### config.mk
export PLATFORM = sky130hd
export DESIGN_NAME = bram_fifo_ctrl
export DESIGN_NICKNAME = d
export VERILOG_FILES = /design/src/rtl/bram_fifo_ctrl.sv
export SDC_FILE = /design/constraint.sdc
export NUM_CORES = 1
export LEC_CHECK = 0
export CAP_MARGIN = 20
export CORE_MARGIN = 5
export CORE_UTILIZATION = 46
export DETAILED_ROUTE_END_ITERATION = 8
export PLACE_DENSITY_LB_ADDON = 0.25
export REMOVE_ABC_BUFFERS = 1
export SYNTH_ARGS = -nofsm -noshare
export SYNTH_HDL_FRONTEND = slang
export SYNTH_SLANG_ARGS = --single-unit
### constraint.sdc
create_clock -name i_clk -period 2.8 [get_ports i_clk]
set_input_delay 0.56 -clock i_clk [delete_from_list [all_inputs] [get_ports i_clk]]
set_output_delay 0.56 -clock i_clk [all_outputs]
set_load 0.005 [all_outputs]
### src/rtl/bram_fifo_ctrl.sv
// Valid/ready FIFO controller around a registered-read dual-port BRAM.
// A 2-entry skid stage absorbs the one-cycle read latency so pops can stream back to back.
module bram_fifo_ctrl #(
  parameter int P_DATA_MSB    = 15,
  parameter int P_ADDRESS_MSB = 4,
  parameter int P_DEPTH       = 32
) (
  input  logic                   i_clk,
  input  logic                   i_reset_sync,
  input  logic                   i_push_valid,
  output logic                   o_push_ready,
  input  logic [P_DATA_MSB:0]    i_push_data,
  output logic                   o_pop_valid,
  input  logic                   i_pop_ready,
  output logic [P_DATA_MSB:0]    o_pop_data,
  output logic [P_ADDRESS_MSB+2:0] o_count,
  output logic                   o_bram_we,
  output logic [P_ADDRESS_MSB:0] o_bram_waddr,
  output logic [P_DATA_MSB:0]    o_bram_wdata,
  output logic [P_ADDRESS_MSB:0] o_bram_raddr,
  input  logic [P_DATA_MSB:0]    i_bram_rdata
);
  localparam int AW = P_ADDRESS_MSB + 1;
  localparam int PW = AW + 1;
  localparam int CW = P_ADDRESS_MSB + 3;
  localparam int DW = P_DATA_MSB + 1;
  localparam logic [PW-1:0] DEPTH_P = PW'(P_DEPTH);

  logic [PW-1:0] wptr_q, wptr_d, rptr_q, rptr_d;
  logic          inflight_q, inflight_d;
  logic [1:0]    skid_cnt_q, skid_cnt_d;
  logic [DW-1:0] skid_q [2];
  logic [DW-1:0] skid_d [2];

  logic [PW-1:0] fill;
  logic          accept, pop, fetch;
  logic [1:0]    occ_after_pop;
  logic [2:0]    occ_next;

  // Fill uses registered pointers only, so a word is never read in its write cycle.
  assign fill          = wptr_q - rptr_q;
  assign o_push_ready  = (fill < DEPTH_P) && !i_reset_sync;
  assign accept        = i_push_valid && o_push_ready;
  assign o_pop_valid   = (skid_cnt_q != 2'd0);
  assign o_pop_data    = skid_q[0];
  assign pop           = o_pop_valid && i_pop_ready;
  assign occ_after_pop = skid_cnt_q - {1'b0, pop};
  assign occ_next      = {1'b0, skid_cnt_q} + {2'b0, inflight_q} - {2'b0, pop};
  assign fetch         = (fill != '0) && (occ_next < 3'd2);

  assign o_bram_we    = accept;
  assign o_bram_waddr = wptr_q[AW-1:0];
  assign o_bram_wdata = i_push_data;
  assign o_bram_raddr = rptr_q[AW-1:0];
  assign o_count      = CW'(fill) + CW'(inflight_q) + CW'(skid_cnt_q);

  always_comb begin
    wptr_d     = wptr_q + PW'(accept);
    rptr_d     = rptr_q + PW'(fetch);
    inflight_d = fetch;
    skid_d     = skid_q;
    if (pop) skid_d[0] = skid_q[1];
    // Returning read data lands right behind whatever survives this cycle's pop.
    if (inflight_q) skid_d[occ_after_pop[0]] = i_bram_rdata;
    skid_cnt_d = occ_after_pop + {1'b0, inflight_q};
  end

  always_ff @(posedge i_clk) begin
    if (i_reset_sync) begin
      wptr_q     <= '0;
      rptr_q     <= '0;
      inflight_q <= 1'b0;
      skid_cnt_q <= 2'd0;
    end else begin
      wptr_q     <= wptr_d;
      rptr_q     <= rptr_d;
      inflight_q <= inflight_d;
      skid_cnt_q <= skid_cnt_d;
    end
  end

  // Skid data needs no reset; skid_cnt qualifies it.
  always_ff @(posedge i_clk) begin
    skid_q <= skid_d;
  end
endmodule
; ---- Yosys cells after proc, flatten, opt, wreduce, memory -nomap -nowiden
; Cells that the tools add are included.
[op_classes]
n_lt_le_gt_ge = 4
add_sub_neg = 9
reduce_logical = 8
n_bitwise = 1
muxes = 5
[ops]
columns = operator, count
row1 = $bwmux W32, 1
row2 = $mux W16, 2
row3 = $mux W32, 1
row4 = $demux W16 S1, 1
row5 = $add A6 B1 Y6, 2
row6 = $add A6 B1 Y7, 1
row7 = $add A7 B2 Y7, 1
row8 = $lt A6 B6 Y1 const B, 1
row9 = $reduce_bool A6 Y1, 1
row10 = $sub A6 B6 Y6, 1
row11 = $logic_and A1 B1 Y1, 5
row12 = $add A2 B1 Y3, 1
row13 = $lt A3 B2 Y1 const B, 1
row14 = $sub A3 B1 Y3, 1
row15 = $add A2 B1 Y2, 1
row16 = $ge A2 B2 Y1 const B, 1
row17 = $lt A2 B1 Y1 const B, 1
row18 = $not A1 Y2, 1
row19 = $reduce_bool A2 Y1, 1
row20 = $sub A2 B1 Y2, 1
row21 = $logic_not A1 Y1, 1
[totals]
in_bits = 36
output_inout_bits = 52
ff_bits = 47

; ---- Longest topological paths before layout
[logic_depth]
word_depth = 10
ltp_mapped = 13
mapped_depth_nobuf = 13

; ---- Least setup slack after synthesis
; Ideal clock, no wire load.
[synth_path]
path_kind = reg-to-reg
startpoint = register wptr_q[0]
endpoint = register rptr_q[4]
arrival_time_ps = 2453
path_stages_with_launch = 14
synth_period_minus_slack_ps = 2580
required_ps = 2672
n_path_buf = 0
setup_slack_ps = 220
path_cell_list = dfxtp_1 -> inv_1 -> ha_1 -> fa_1 -> nand2b_1 -> a21oi_1 -> xor2_1 -> nor4_1 -> a21oi_1 -> ha_1 -> ha_1 -> nand3_1 -> xnor2_1 -> nor2_1
[synth_via]
elab_chain_cells = 4
[synth_lines]
columns = element, line_no
row1 = from (decl), 29  ; logic [PW-1:0] wptr_q, wptr_d, rptr_q, rptr_d;
row2 = from (signal assigned), 75  ; wptr_q <= wptr_d;
row3 = $sub A6 B6 Y6, 41  ; assign fill = wptr_q - rptr_q;
row4 = $reduce_bool A6 Y1, 49  ; assign fetch = (fill != '0) && (occ_next < 3'd2);
row5 = $logic_and A1 B1 Y1, 49
row6 = via fetch, 36  ; logic accept, pop, fetch;
row7 = $add A6 B1 Y6, 59  ; rptr_d = rptr_q + PW'(fetch);
row8 = to (signal assigned), 76  ; rptr_q <= rptr_d;
row9 = to (decl), 29
; The timed path passes the listed nets, and every way through them passes these cells.
; A chain may end at the register's enable or synchronous reset.

; ---- Final worst setup path
[layout_path]
startpoint = register wptr_q[0]
endpoint = output o_count[5]
[layout_via]
elab_chain_cells = 3
[layout_lines]
columns = element, line_no
row1 = $sub A6 B6 Y6, 41
row2 = $add A6 B1 Y7, 55  ; assign o_count = CW'(fill) + CW'(inflight_q) + CW'(skid_cnt_q);
row3 = $add A7 B2 Y7, 55
row4 = to (decl), 16  ; output logic [P_ADDRESS_MSB+2:0] o_count,
; Every way passes these cells.

==> metrics.cfg <==
[clocking]
clockRootBuffer=clkbuf_8
cts.clk_slew.worst_paths_ps=80
hold_buffers=0
htreeDepth=2
cts_sinks=47
cts_tree=done
cts_buffers=5
clock_latency_ps=290
clk_path_buf_depth=2

[power]
sw_frac_of_total_pct=34.4
clockPowerShare_pct=14.7
ir_worst_vdd_mv=0.743
power.share.sequential_pct=26.8
cell_internal_pwr_mw=2.56
power-per-cell-area_mw_per_mm2=1120
combPwrFrac_pct=58.5
switchingPower_mw=1.34
power_leakage_nw=1.47

[logic_synthesis]
yosys.area.top_type_share_pct=23.0
yosys.area.top_type=dfxtp_1
ys_types=35
yosys_register_bits=47
synth_edf_count=16
ys_seq_area_share_pct=40.9
synthArstFlopShare_pct=0
synth_area_sq_mm=0.00270
syn_inst=246
ys.flop_type=dfxtp_1
syn-mean-instance-area_sq_um=11.0
ys.warnings.count=0
synth.area.top_cells=dfxtp_1 (23%), edfxtp_1 (18%), buf_4 (12%)

[routing]
drtPass1Iterations=4
routedWlPerCell_um=14.6
drt_drc_violations_left=0
vias=1755
wl_mm=5.40
drtAntennaViolNets=0
drtIter0Drc=53
via_per_inst=4.76

[timing]
fin_crit_sh_pct=103
holdWs_ps=546
finalSetupTns_ps=-155
finClkSkew_ps=1.94
setup_viol=3
setup_ws_ps=-96.5
slew_headroom_pct=71.0
max_freq_mhz=345
slew_viol_final=0
fin_crit_ps=2900
final-hold-violation-count=0
worst_pin_slew_ps=436
rsz0062_at_grt=yes

[run_status]
violations=negative setup slack
status=complete, but fails checks

[layout]
drive_gt1_share_pct=35.0
fin_util_pct=62.0
areaGrowthSynthToFinish_pct=29.0
fin_nets=348
mostFrequentLayoutCell=clkdlybuf4s50_1
num_antenna_cells=0
layoutNonFillerInstCount=369
layout_common_cells=clkdlybuf4s50_1 (46), buf_4 (33), dfxtp_1 (28)

[global_routing]
grt_start_max_net_pins=17
grt_pass1_vias=1855
grt_pass1_wl_mm=8.74
antenna_found_initial=0
grt_util_all_layers_pct=14.8
overflow=0

[place]
portBuffers=55
dp_cells=350
pre_cts_ws_ps=-224
gp_congestion=0.801
dp_hpwl_mm=3.82

[critical_path]
setup.worst_path.start_class=flip-flop
r2r_cells=15
critPathMaxFanout=2
reg2reg_from=wptr_q[0]$_SDFF_PP0_
crit_arrival_ps=2340
end_kind=output pin
regToRegSetupSlack_ps=110
critPathLaunch=wptr_q[0]$_SDFF_PP0_
worstSetupPathType=flip-flop to output pin
critical_path_required_ps=2240

[floorplan]
pin_count=88
die_area_sq_mm=0.00749
core.rowCount=27
core-area_sq_mm=0.00561
die_h_um=86.5
start_util_pct=48.1
die_w_um=86.5

[run]
max-cap-violations=0

[min_path]
hold-path-cell-count=2
hold_class=flip-flop to flip-flop

==> routing by layer <==
metal	part of all wire, %	up-vias	global-route usage [%]	routed length, um
li1	-	872	-	-
met1	44	795	19.4	2390
met2	44	76	21.8	2380
met3	9.9	12	6.18	537
met4	1.8	0	5.10	98
met5	0	-	0	0
==> final cells by class <==
type	instances	area, sq um
Clock buffer	6	72.6
Clock inverter	2	60.1
Fill cell	483	2130
Inverter	13	48.8
Multi-Input combinational cell	138	1270
Sequential cell	47	1100
Tap cell	72	90.1
Timing Repair Buffer	91	832
==> final timing paths <==
path	end
max	o_count[5]
min	o_pop_data[1]$_DFF_P_
max reg2reg	rptr_q[4]$_SDFF_PP0_
min reg2reg	o_pop_data[1]$_DFF_P_
==> cell usage after synthesis, drive strengths merged (6+ instances only) <==
library cell   n
buf           47
dfxtp         31
nor2          30
a21oi         18
mux2i         17
edfxtp        16
inv           13
ha            12
xnor2         12
nor2b          7
nand2          6
nand3          6
xor2           6
==> cell families (layout without fill, tap and decap cells) <==
logic type,count (synthesis),after routing,share of synthesized area [%]
xor+xnor,18,18,5.85
fa+ha+maj,16,16,8.54
buf+inv,61,112,16.2
compound gates,26,26,7.85
simple gates,61,61,14.3
flops,47,47,40.9
mux,17,17,6.45
==> through the flow <==
step	cell area [sq um]	power (mW)
2_1_floorplan	2310	2.15
3_3_place_gp	3170	3.12
3_5_place_dp	3170	3.16
4_1_cts	3410	3.85
5_1_grt	3480	4.20
6_report	3480	3.90
==> critical path, cell delays in order, from the launching register on <==
cell	delay, ps
dfxtp_2	340
inv_2	40
ha_4	160
fa_2	540
inv_2	50
ha_4	250
nor2b_1	120
o21ai_1	80
nand3b_1	180
xor2_1	160
buf_2	130
==> power by group through the flow <==
stage	logic, mW	clock network, mW	registers [mW]
final	2.28	0.574	1.05
after global routing	2.50	0.629	1.08
after CTS	2.21	0.594	1.05
after floorplan	1.09	0	1.06
after global placement	2.07	0	1.05
after detailed placement	2.11	0	1.05
==> timing repair <==
item / 4_1_cts / 5_1_grt
endpoints found under the hold margin: 0 / 0
endpoints found under the setup margin: 9 / 13
resized for setup: 40 / 13
buffers inserted: 7 / 4
pin swaps: 11 / 8
No activity file was read; power rests on OpenSTA's default activity.
